[src/rtl/stream_packetiser_pkg.sv]
// Shared types and constants for the stream packetiser slice.
// STREAM_PACKETISER_CSUM_EN adds a checksum trailer word to every packet.
package stream_pkg;

  typedef enum logic [2:0] {
    IDLE,
    SYNC,
    SEQ,
    LEN,
    PAYLOAD,
    CSUM
  } pkt_state_t;

  localparam int unsigned HDR_WORDS         = 3;
  localparam logic [15:0] DEFAULT_SYNC_WORD = 16'hA55A;

  // Words written per packet in addition to the payload.
  function automatic int unsigned pkt_overhead();
`ifdef STREAM_PACKETISER_CSUM_EN
    return HDR_WORDS + 1;
`else
    return HDR_WORDS;
`endif
  endfunction

endpackage

[src/rtl/stream_packetiser_if.sv]
// RX FIFO read port and TX FIFO write port seen by the packetiser.
// master: the packetiser; slave: the FIFO side.
interface stream_packetiser_if #(
  parameter int unsigned USEDW_W = 10
);
  logic [USEDW_W-1:0] rxf_usedw;
  logic [15:0]        rxf_q;
  logic               rxf_rdreq;
  logic [USEDW_W-1:0] txf_usedw;
  logic               txf_wrreq;
  logic [15:0]        txf_data;

  modport master (
    input  rxf_usedw, rxf_q, txf_usedw,
    output rxf_rdreq, txf_wrreq, txf_data
  );

  modport slave (
    output rxf_usedw, rxf_q, txf_usedw,
    input  rxf_rdreq, txf_wrreq, txf_data
  );
endinterface

[src/rtl/stream_flush_timer.sv]
// Saturating idle timer: flush_due once a partial packet has waited FLUSH_CYCLES.
// FLUSH_CYCLES == 0 removes the counter and never requests a flush.
module stream_flush_timer
  import stream_pkg::*;
#(
  parameter int unsigned PKT_WORDS    = 256,
  parameter int unsigned USEDW_W      = 10,
  parameter int unsigned FLUSH_CYCLES = 4096
) (
  input  logic               clk,
  input  logic               nrst,
  input  logic               enable,
  input  logic               idle,
  input  logic               start,
  input  logic [USEDW_W-1:0] rxf_usedw,
  output logic               flush_due
);

  generate
    if (FLUSH_CYCLES == 0) begin : g_off
      logic unused_inputs;
      always_comb unused_inputs = ^{clk, nrst, enable, idle, start, rxf_usedw};
      always_comb flush_due = 1'b0;
    end else begin : g_on
      localparam int unsigned CNT_W = $clog2(FLUSH_CYCLES + 1);

      logic [CNT_W-1:0] cnt_q;
      logic             counting;

      // Counting only while a partial packet waits in IDLE; anything else restarts it.
      always_comb
        counting = idle && enable && !start &&
                   (rxf_usedw != '0) && (32'(rxf_usedw) < PKT_WORDS);

      always_ff @(posedge clk or negedge nrst) begin
        if (!nrst) begin
          cnt_q <= '0;
        end else if (!counting) begin
          cnt_q <= '0;
        end else if (cnt_q != CNT_W'(FLUSH_CYCLES)) begin
          cnt_q <= cnt_q + 1'b1;
        end
      end

      always_comb flush_due = (cnt_q == CNT_W'(FLUSH_CYCLES));
    end
  endgenerate

endmodule

[src/rtl/stream_packetiser.sv]
// Frames RX FIFO scan words into sync/seq/len/payload packets for the TX FIFO.
// Define STREAM_PACKETISER_CSUM_EN to append a 16-bit wrap-around checksum trailer.
module stream_packetiser
  import stream_pkg::*;
#(
  parameter int unsigned PKT_WORDS    = 256,
  parameter int unsigned USEDW_W      = 10,
  parameter int unsigned TXF_DEPTH    = 1024,
  parameter int unsigned FLUSH_CYCLES = 4096,
  parameter logic [15:0] SYNC_WORD    = DEFAULT_SYNC_WORD
) (
  input  logic                clk,
  input  logic                nrst,
  input  logic                enable,
  stream_packetiser_if.master fifo,
  output logic                busy,
  output logic [15:0]         seq
);

  localparam int unsigned OVH = pkt_overhead();

  pkt_state_t         state_q, state_d;
  logic [USEDW_W-1:0] len_q, len_d, start_len, pay_cnt_q;
  logic [15:0]        seq_q;
  logic [31:0]        rx_used, tx_space;
  logic               idle, start, full_ok, flush_ok, flush_due, pay_last, seq_inc;
`ifdef STREAM_PACKETISER_CSUM_EN
  logic [15:0]        csum_q;
`endif

  stream_flush_timer #(
    .PKT_WORDS    (PKT_WORDS),
    .USEDW_W      (USEDW_W),
    .FLUSH_CYCLES (FLUSH_CYCLES)
  ) u_flush_timer (
    .clk       (clk),
    .nrst      (nrst),
    .enable    (enable),
    .idle      (idle),
    .start     (start),
    .rxf_usedw (fifo.rxf_usedw),
    .flush_due (flush_due)
  );

  // Space and data are both pre-checked so a started packet never stalls.
  always_comb begin
    idle      = (state_q == IDLE);
    rx_used   = 32'(fifo.rxf_usedw);
    tx_space  = 32'(TXF_DEPTH) - 32'(fifo.txf_usedw);
    full_ok   = (rx_used >= PKT_WORDS) && (tx_space >= PKT_WORDS + OVH);
    flush_ok  = flush_due && (rx_used != 0) && (tx_space >= rx_used + OVH);
    start     = idle && enable && (full_ok || flush_ok);
    start_len = (rx_used >= PKT_WORDS) ? USEDW_W'(PKT_WORDS) : fifo.rxf_usedw;
    pay_last  = (pay_cnt_q == len_q - 1'b1);
  end

  always_comb begin
    state_d        = state_q;
    len_d          = len_q;
    fifo.rxf_rdreq = 1'b0;
    fifo.txf_wrreq = 1'b0;
    fifo.txf_data  = '0;
    unique case (state_q)
      IDLE: begin
        if (start) begin
          state_d = SYNC;
          len_d   = start_len;
        end
      end
      SYNC: begin
        fifo.txf_wrreq = 1'b1;
        fifo.txf_data  = SYNC_WORD;
        state_d        = SEQ;
      end
      SEQ: begin
        fifo.txf_wrreq = 1'b1;
        fifo.txf_data  = seq_q;
        state_d        = LEN;
      end
      LEN: begin
        fifo.txf_wrreq = 1'b1;
        fifo.txf_data  = 16'(len_q);
        fifo.rxf_rdreq = 1'b1;
        state_d        = PAYLOAD;
      end
      // Reads run one word ahead of writes, so the final write issues no read.
      PAYLOAD: begin
        fifo.txf_wrreq = 1'b1;
        fifo.txf_data  = fifo.rxf_q;
        fifo.rxf_rdreq = !pay_last;
        if (pay_last) begin
`ifdef STREAM_PACKETISER_CSUM_EN
          state_d = CSUM;
`else
          state_d = IDLE;
`endif
        end
      end
`ifdef STREAM_PACKETISER_CSUM_EN
      CSUM: begin
        fifo.txf_wrreq = 1'b1;
        fifo.txf_data  = csum_q;
        state_d        = IDLE;
      end
`endif
      default: state_d = IDLE;
    endcase
    seq_inc = !idle && (state_d == IDLE);
  end

  always_ff @(posedge clk or negedge nrst) begin
    if (!nrst) begin
      state_q   <= IDLE;
      len_q     <= '0;
      pay_cnt_q <= '0;
      seq_q     <= '0;
    end else begin
      state_q <= state_d;
      len_q   <= len_d;
      if (state_q == LEN) begin
        pay_cnt_q <= '0;
      end else if (state_q == PAYLOAD) begin
        pay_cnt_q <= pay_cnt_q + 1'b1;
      end
      if (seq_inc) begin
        seq_q <= seq_q + 16'd1;
      end
    end
  end

`ifdef STREAM_PACKETISER_CSUM_EN
  always_ff @(posedge clk or negedge nrst) begin
    if (!nrst) begin
      csum_q <= '0;
    end else begin
      unique case (state_q)
        SYNC:    csum_q <= '0;
        SEQ:     csum_q <= csum_q + seq_q;
        LEN:     csum_q <= csum_q + 16'(len_q);
        PAYLOAD: csum_q <= csum_q + fifo.rxf_q;
        default: csum_q <= csum_q;
      endcase
    end
  end
`endif

  always_comb begin
    busy = !idle;
    seq  = seq_q;
  end

endmodule

[src/flat_wrapper.sv]
// flat-port wrapper written by rule: the top's interface ports become plain ports
module stream_packetiser_flat import stream_pkg::*;
#(
  parameter int unsigned PKT_WORDS    = 256,
  parameter int unsigned USEDW_W      = 10,
  parameter int unsigned TXF_DEPTH    = 1024,
  parameter int unsigned FLUSH_CYCLES = 4096,
  parameter logic [15:0] SYNC_WORD    = DEFAULT_SYNC_WORD
)
  (clk, nrst, enable, busy, seq, fifo_rxf_usedw, fifo_rxf_q, fifo_txf_usedw, fifo_rxf_rdreq, fifo_txf_wrreq, fifo_txf_data);
  stream_packetiser_if #(.USEDW_W(USEDW_W)) fifo_i ();
  input  logic clk;
  input  logic nrst;
  input  logic enable;
  output logic busy;
  output logic [15:0] seq;
  input wire logic [$bits(fifo_i.rxf_usedw)-1:0] fifo_rxf_usedw;
  input wire logic [$bits(fifo_i.rxf_q)-1:0] fifo_rxf_q;
  input wire logic [$bits(fifo_i.txf_usedw)-1:0] fifo_txf_usedw;
  output wire logic [$bits(fifo_i.rxf_rdreq)-1:0] fifo_rxf_rdreq;
  output wire logic [$bits(fifo_i.txf_wrreq)-1:0] fifo_txf_wrreq;
  output wire logic [$bits(fifo_i.txf_data)-1:0] fifo_txf_data;
  assign fifo_i.rxf_usedw = fifo_rxf_usedw;
  assign fifo_i.rxf_q = fifo_rxf_q;
  assign fifo_i.txf_usedw = fifo_txf_usedw;
  assign fifo_rxf_rdreq = fifo_i.rxf_rdreq;
  assign fifo_txf_wrreq = fifo_i.txf_wrreq;
  assign fifo_txf_data = fifo_i.txf_data;
  stream_packetiser #(.PKT_WORDS(PKT_WORDS), .USEDW_W(USEDW_W), .TXF_DEPTH(TXF_DEPTH), .FLUSH_CYCLES(FLUSH_CYCLES), .SYNC_WORD(SYNC_WORD)) u_core (.clk(clk), .nrst(nrst), .enable(enable), .fifo(fifo_i), .busy(busy), .seq(seq));
endmodule
[config.mk]
export PLATFORM = sky130hd
export DESIGN_NAME = stream_packetiser_flat
export DESIGN_NICKNAME = d
export VERILOG_FILES = /design/src/rtl/stream_packetiser_pkg.sv /design/src/rtl/stream_packetiser_if.sv /design/src/rtl/stream_flush_timer.sv /design/src/rtl/stream_packetiser.sv /design/src/flat_wrapper.sv
export SDC_FILE = /design/constraint.sdc
export NUM_CORES = 1
export LEC_CHECK = 0
export ABC_CLOCK_PERIOD_IN_PS = 6400
export CAP_MARGIN = 30
export CELL_PAD_IN_SITES_DETAIL_PLACEMENT = 0
export CELL_PAD_IN_SITES_GLOBAL_PLACEMENT = 1
export CORE_MARGIN = 3
export CORE_UTILIZATION = 40
export DETAILED_ROUTE_END_ITERATION = 12
export PLACE_DENSITY_LB_ADDON = 0.12
export SETUP_SLACK_MARGIN = 0.5
export SLEW_MARGIN = 20
export SYNTH_ARGS = -nofsm -noshare
export SYNTH_HDL_FRONTEND = slang
export SYNTH_SLANG_ARGS = --single-unit
[constraint.sdc]
create_clock -name clk -period 6.4 [get_ports clk]
set_clock_uncertainty 0.05 [all_clocks]
set_input_delay 0.96 -clock clk [delete_from_list [all_inputs] [get_ports clk]]
set_output_delay 0.96 -clock clk [all_outputs]
set_load 0.005 [all_outputs]
## Word-level counts from Yosys, hierarchy flattened

Cells that the tools add are included.

- Equal/unequal tests: 8
- $lt $le $gt $ge: 4
- Multiplexer cells: 11
- Reduce and logical (&&, ||, !) cells: 19
- Add/subtract/negate cells: 6

Operators with widths:

| operator | count |
|---|---|
| 16-bit case mux with 4 select lines | 1 |
| 32-bit greater-or-equal comparator | 1 |
| 32-bit by 9-bit greater-or-equal comparator with 1-bit output (second input constant) | 1 |
| 10-bit 2-to-1 mux | 3 |
| 13-bit 2-to-1 mux | 2 |
| 16-bit by 1-bit adder with 16-bit output (second input constant) | 1 |
| 3-bit case mux with 5 select lines | 1 |
| 13-bit by 1-bit adder with 13-bit output (second input constant) | 1 |
| 13-bit == test (second input constant) | 1 |
| 13-bit != test (second input constant) | 1 |
| 11-bit by 10-bit subtractor with 12-bit output (first input constant) | 1 |
| 10-bit by 2-bit adder with 11-bit output (second input constant) | 1 |
| 10-bit by 1-bit adder with 10-bit output (second input constant) | 1 |
| 10-bit == test | 1 |
| 10-bit by 9-bit greater-or-equal comparator with 1-bit output (second input constant) | 1 |
| 10-bit by 9-bit less-than comparator with 1-bit output (second input constant) | 1 |
| 10-bit nonzero test | 1 |
| 10-bit by 1-bit subtractor with 10-bit output (second input constant) | 1 |
| 1-bit logical AND | 9 |
| 3-bit by 2-bit == test with 1-bit output (second input constant) | 2 |
| 3-bit logical NOT | 2 |
| 3-bit 2-to-1 mux | 2 |
| 4-bit OR reduction | 1 |
| 3-bit by 1-bit == test with 1-bit output (second input constant) | 1 |
| 8 further kinds | 10 |

- Input port bits: 39
- Word-level logic and storage cells: 53
- Bits in registers: 52

## Logic depth before layout (Yosys ltp)

- Depth in word-level cells: 10
- Depth in mapped cells: 14
- Gate-level depth less buffers: 13

## By module

Synthesis repeated with hierarchy kept, for this count alone.

- Cell total of the unflattened synthesis: 452
- Area, all modules: 3941.3 um2

Modules (own cells, without submodules):

| module | cells each | area an instance (um2) | times used | seq. area each (um2) |
|---|---|---|---|---|
| stream_packetiser | 370 | 3133.0 | 1 | 975.9 |
| stream_flush_timer | 82 | 808.3 | 1 | 325.3 |

## Least setup slack after synthesis

OpenSTA, ideal clock, no wires.

- Path type: input -> register
- From: input port fifo_txf_usedw[0]
- To: register u_core.u_flush_timer.g_on.cnt_q[10]
- Buffers on the path: 1
- Setup slack: 2569 ps
- Stages on the path: 12
- Required time: 6218 ps
- Arrival time: 3649 ps
- Setup time: 132 ps
- Path through: inv_1 ha_1 or4b_4 nor2_1 xnor2_1 ha_1 nand4_1 o311a_1 a2111oi_0 or3_1 clkbuf_1 nor2_1

- Longest elaborated chain between the ends: 10
- Elaborated cells between the ends (all ways): 13

Ends and longest elaborated chain:

| element | line | source |
|---|---|---|
| start, declared | flat_wrapper.sv:19 | `input wire logic [$bits(fifo_i.txf_usedw)-1:0] fifo_txf_usedw;` |
| 11-bit by 10-bit subtractor with 12-bit output (*) | stream_packetiser.sv:49 | `tx_space = 32'(TXF_DEPTH) - 32'(fifo.txf_usedw);` |
| 32-bit by 9-bit greater-or-equal comparator with 1-bit output or 32-bit greater-or-equal comparator (tied branches) | stream_packetiser.sv:50, stream_packetiser.sv:51 |  |
| 1-bit logical AND, on equally long branches | stream_packetiser.sv:50, stream_packetiser.sv:51 |  |
| 1-bit logical OR (*) | stream_packetiser.sv:52 | `start = idle && enable && (full_ok \|\| flush_ok);` |
| 1-bit logical AND (*) | stream_packetiser.sv:52 |  |
| 1-bit logical NOT (*) | stream_flush_timer.sv:32 | `counting = idle && enable && !start &&` |
| 1-bit logical AND (*) (2 in a row) | stream_flush_timer.sv:32 |  |
| 1-bit logical AND (*) | stream_flush_timer.sv:33 | `(rxf_usedw != '0) && (32'(rxf_usedw) < PKT_WORDS);` |
| 2-bit by 1-bit != test with 1-bit output (no line) or 13-bit 2-to-1 mux (tied branches) | -- |  |
| end signal, assigned | stream_flush_timer.sv:41 | `cnt_q <= cnt_q + 1'b1;` |
| end, declared | stream_flush_timer.sv:27 | `logic [CNT_W-1:0] cnt_q;` |

Every way passes the cells marked *; elsewhere a longest branch is shown, timed or not.
A chain may end at the register's enable or synchronous reset.

## Final worst setup path

- From: register u_core.state_q[0]
- To: output port fifo_rxf_rdreq

- Longest elaborated chain between the ends: 2
- Elaborated cells between the ends (all ways): 3

Ends and longest elaborated chain:

| element | line | source |
|---|---|---|
| start, declared | stream_packetiser.sv:22 | `pkt_state_t state_q, state_d;` |
| start signal, assigned | stream_packetiser.sv:118 | `state_q <= state_d;` |
| 3-bit == test or 3-bit by 2-bit == test with 1-bit output (tied branches) | stream_packetiser.sv:63 | `unique case (state_q)` |
| 1-bit case mux with 2 select lines (*) | stream_packetiser.sv:63 |  |
| end, declared | flat_wrapper.sv:20 | `output wire logic [$bits(fifo_i.rxf_rdreq)-1:0] fifo_rxf_rdreq;` |

Marked as above.

==> flow_metrics.tcl <==
set metrics [dict create \
    vias_per_cell 5.50 \
    setup_viol 0 \
    start_kind "flop" \
    synth_top_flop_cell "dfrtp_1" \
    first_global_vias 3176 \
    drt_pass1_iterations 4 \
    port_buffers 73 \
    ioPinCount 74 \
    p_comb_share_pct 39.5 \
    die_area_um2 10600 \
    final_max_slew_viol_count 0 \
    drc_errors 0 \
    postLayoutCellArea_um2 4670 \
    drive_gt1_share_pct 4.94 \
    drt_iter0_drc 108 \
    path_clk_slew_ns 0.10 \
    rows 34 \
    num_vias 3269 \
    synth_cells 421 \
    final.setup.tns_ns 0 \
    grt_max_degree 53 \
    final_antenna_net_count 0 \
    syn2layout_area_growth_pct 24.0 \
    ctsResizeCount 0 \
    core_area_um2 8930 \
    min_path_cells 1 \
    critical_path_arrival_ns 3.40 \
    avgSynthCellArea_um2 8.94 \
    die_y_um 103 \
    start_util_pct 42.1 \
    ys_seq_elements 52 \
    r2r-start "u_core.len_q[0]" \
    nets 543 \
    cts.sinks 52 \
    leakage_nw 1.83 \
    max_freq_mhz 227 \
    switching_share_pct 34.9 \
    pwr-share-clk_pct 21.8 \
    status "finished, final reports clean" \
    track_usage_pct 18.2 \
    crit_path_end_kind "output port" \
    reg2reg_depth 7 \
    fin_util_pct 52.2 \
    dieWidth_um 103 \
    peakVddDrop_mv 0.123 \
    place_area_um2 4550 \
    synth.distinct_cells 58 \
    cts_setup_buffers 0 \
    wl_per_cell_um 15.7 \
    p_switching_w 0.000390 \
    hold_buffers 0 \
    p_total_w 0.00112 \
    worstMarginPinSlew_ns 0.849 \
    min_to "u_core.seq[15]" \
    hold_class "flop to flop" \
    max_slew_margin_pct 43.4 \
    dpl.hpwl_um 7200 \
    num_antenna_cells 0 \
    worstPathRequired_ns 5.39 \
    wirelength_um 9330 \
    fin_crit_sh_pct 68.9 \
    min_period_ns 4.41 \
    grt_pass1_wl_um 15400 \
    drv_cap 0 \
    clkLatencyLatePin_ns 0.31 \
    cts_tree "yes" \
    power_frac_seq_pct 38.7 \
    synth_enable_flop_cells 0 \
    synthArstFlopShare_pct 100 \
    worstPathMaxFanout 24 \
    syn_area_um2 3760 \
    critical_path_class "flop to output port" \
    pwr_density_cell_nw_per_um2 239 \
    min_from "u_core.seq[15]" \
    synth-seq-area-share_pct 34.6 \
    gp_congestion 0.786 \
    numCtsBuffers 5 \
    yosysWarnings 0 \
    r2r-end "u_core.seq[1]" \
    cts_max_level 2 \
    antenna_found_initial 0 \
    overflow 0 \
    power.internal_w 0.000726 \
    regToRegSetupSlack_ns 3.10 \
    final_hold_viol_count 0 \
    cts_root_buf "clkbuf_8" \
    rsz0062_at_grt "no" \
    synth_fp_nets 479 \
    cts_buffer_depth 2 \
]
-- final cells by class --
cell class / count / area, um^2
timing repair buffer: 75 / 738
inverter: 14 / 52.6
fill: 885 / 4270
sequential: 52 / 1300
multi-input combinational: 337 / 2320
clock inverter: 2 / 38.8
tap: 108 / 135
clock buffer: 6 / 82.6
-- worst max-delay path by stage --
stage                                     endpoint         startpoint  slack [ns]  cells after the start
2_1_floorplan  u_core.u_flush_timer.g_on.cnt_q[10]  fifo_txf_usedw[0]        2.57                     12
3_3_place_gp                     u_core.state_q[0]  fifo_txf_usedw[2]        1.53                     12
3_5_place_dp                       u_core.len_q[5]  fifo_txf_usedw[0]        1.68                     13
4_1_cts                             fifo_rxf_rdreq  u_core.state_q[0]        1.92                      5
5_1_grt                             fifo_rxf_rdreq  u_core.state_q[0]        1.52                      5
6_report                            fifo_rxf_rdreq  u_core.state_q[0]        1.99                      5
-- stage by stage --
stage	setup WS [ns]	cells	hold WS, ns
global route	1.52	594	0.486
finish	1.99	594	0.452
global placement	1.53	585	0.439
detailed placement	1.68	586	0.435
floorplan	2.57	421	0.428
CTS	1.92	594	0.453
-- flip-flops by register name, indices dropped and copies added, names as in the netlist --
signal	count
u_core.len_q	10
u_core.pay_cnt_q	10
u_core.seq	16
u_core.state_q	3
u_core.u_flush_timer.g_on.cnt_q	13
-- power by group through the flow --
stage | Clock (W) | Combinational (W) | Sequential [W]
6_report | 0.000243 | 0.000440 | 0.000432
2_1_floorplan | 0 | 0.000271 | 0.000405
4_1_cts | 0.000249 | 0.000446 | 0.000432
3_3_place_gp | 0 | 0.000436 | 0.000438
5_1_grt | 0.000263 | 0.000498 | 0.000442
3_5_place_dp | 0 | 0.000443 | 0.000438
-- synthesized netlist by cell type, types with 2 or more instances --
| master | n | share of area, % |
|---|---|---|
| o21a_1 | 3 | 0.60 |
| a21oi_1 | 13 | 1.7 |
| o22ai_1 | 5 | 0.83 |
| a41oi_1 | 2 | 0.47 |
| ha_1 | 19 | 6.3 |
| a22oi_1 | 8 | 1.6 |
| and3_1 | 8 | 1.3 |
| inv_1 | 14 | 1.4 |
| o31ai_1 | 3 | 0.60 |
| xor2_1 | 19 | 4.4 |
| nor4b_1 | 3 | 0.70 |
| or3_1 | 3 | 0.50 |
| a211oi_1 | 4 | 0.80 |
| o211ai_1 | 3 | 0.60 |
| nand2_1 | 30 | 3.0 |
| o21ai_0 | 23 | 3.1 |
| nand4_1 | 12 | 2.0 |
| and2_1 | 5 | 0.83 |
| nor4_1 | 4 | 0.66 |
| buf_6 | 3 | 0.90 |
| nor3_1 | 10 | 1.3 |
| mux2i_1 | 6 | 1.6 |
| o2111ai_1 | 3 | 0.70 |
| nand3_1 | 24 | 3.2 |
| nand3b_1 | 3 | 0.60 |
| nor2b_1 | 10 | 1.7 |
| and4_1 | 2 | 0.47 |
| nand2b_1 | 4 | 0.66 |
| dfrtp_1 | 52 | 35 |
| a22o_1 | 9 | 2.1 |
| clkbuf_1 | 12 | 1.2 |
| xnor2_1 | 33 | 7.7 |
| mux2_2 | 2 | 0.60 |
| nor2_1 | 38 | 3.8 |
| nor3b_1 | 3 | 0.60 |
| buf_2 | 2 | 0.27 |
| a21o_1 | 3 | 0.60 |
-- critical path, cell delays in order (launching register included) --
cell	delay (ns)
dfrtp_1	0.70
nor2b_1	0.66
nor2b_1	0.73
a21oi_1	0.23
a41oi_1	0.24
clkdlybuf4s50_1	0.52
-- cell families (layout without fill, tap and decap cells) --
group	Yosys count	count (layout)	share of synthesized area, %
AOI/OAI and AO/OA	89	89	16.6
buffers and inverters	32	97	3.85
DFF	52	52	34.6
xor gates and xnor gates	52	52	12.1
adders and majority gates	19	19	6.31
and+or+nand+nor	169	169	24.4
muxes	8	8	2.19
-- layout by cell type (no fill, tap or decap), types with 4 or more instances in the layout --
cell type,n
nor3_1,10
dfrtp_1,52
a22oi_1,8
nand3_1,24
a22o_1,9
clkdlybuf4s50_1,72
ha_1,19
and3_1,8
clkbuf_8,6
inv_1,14
xor2_1,19
nand2b_1,4
a211oi_1,4
nor4_1,4
xnor2_1,33
nor2_1,38
and2_1,5
nor2b_1,10
a21oi_1,13
nand4_1,12
o22ai_1,5
mux2i_1,6
o21ai_0,23
nand2_1,30
-- metal layers --
| layer | GRT usage, % | up-vias | part of all wire (%) |
|---|---|---|---|
| met4 | 4.88 | 0 | 1.1 |
| met1 | 23.9 | 1542 | 46 |
| met3 | 2.77 | 9 | 3.4 |
| li1 | - | 1657 | - |
| met2 | 31.1 | 61 | 49 |
| met5 | 0 | - | 0 |
(Power assumes the default switching activity.)
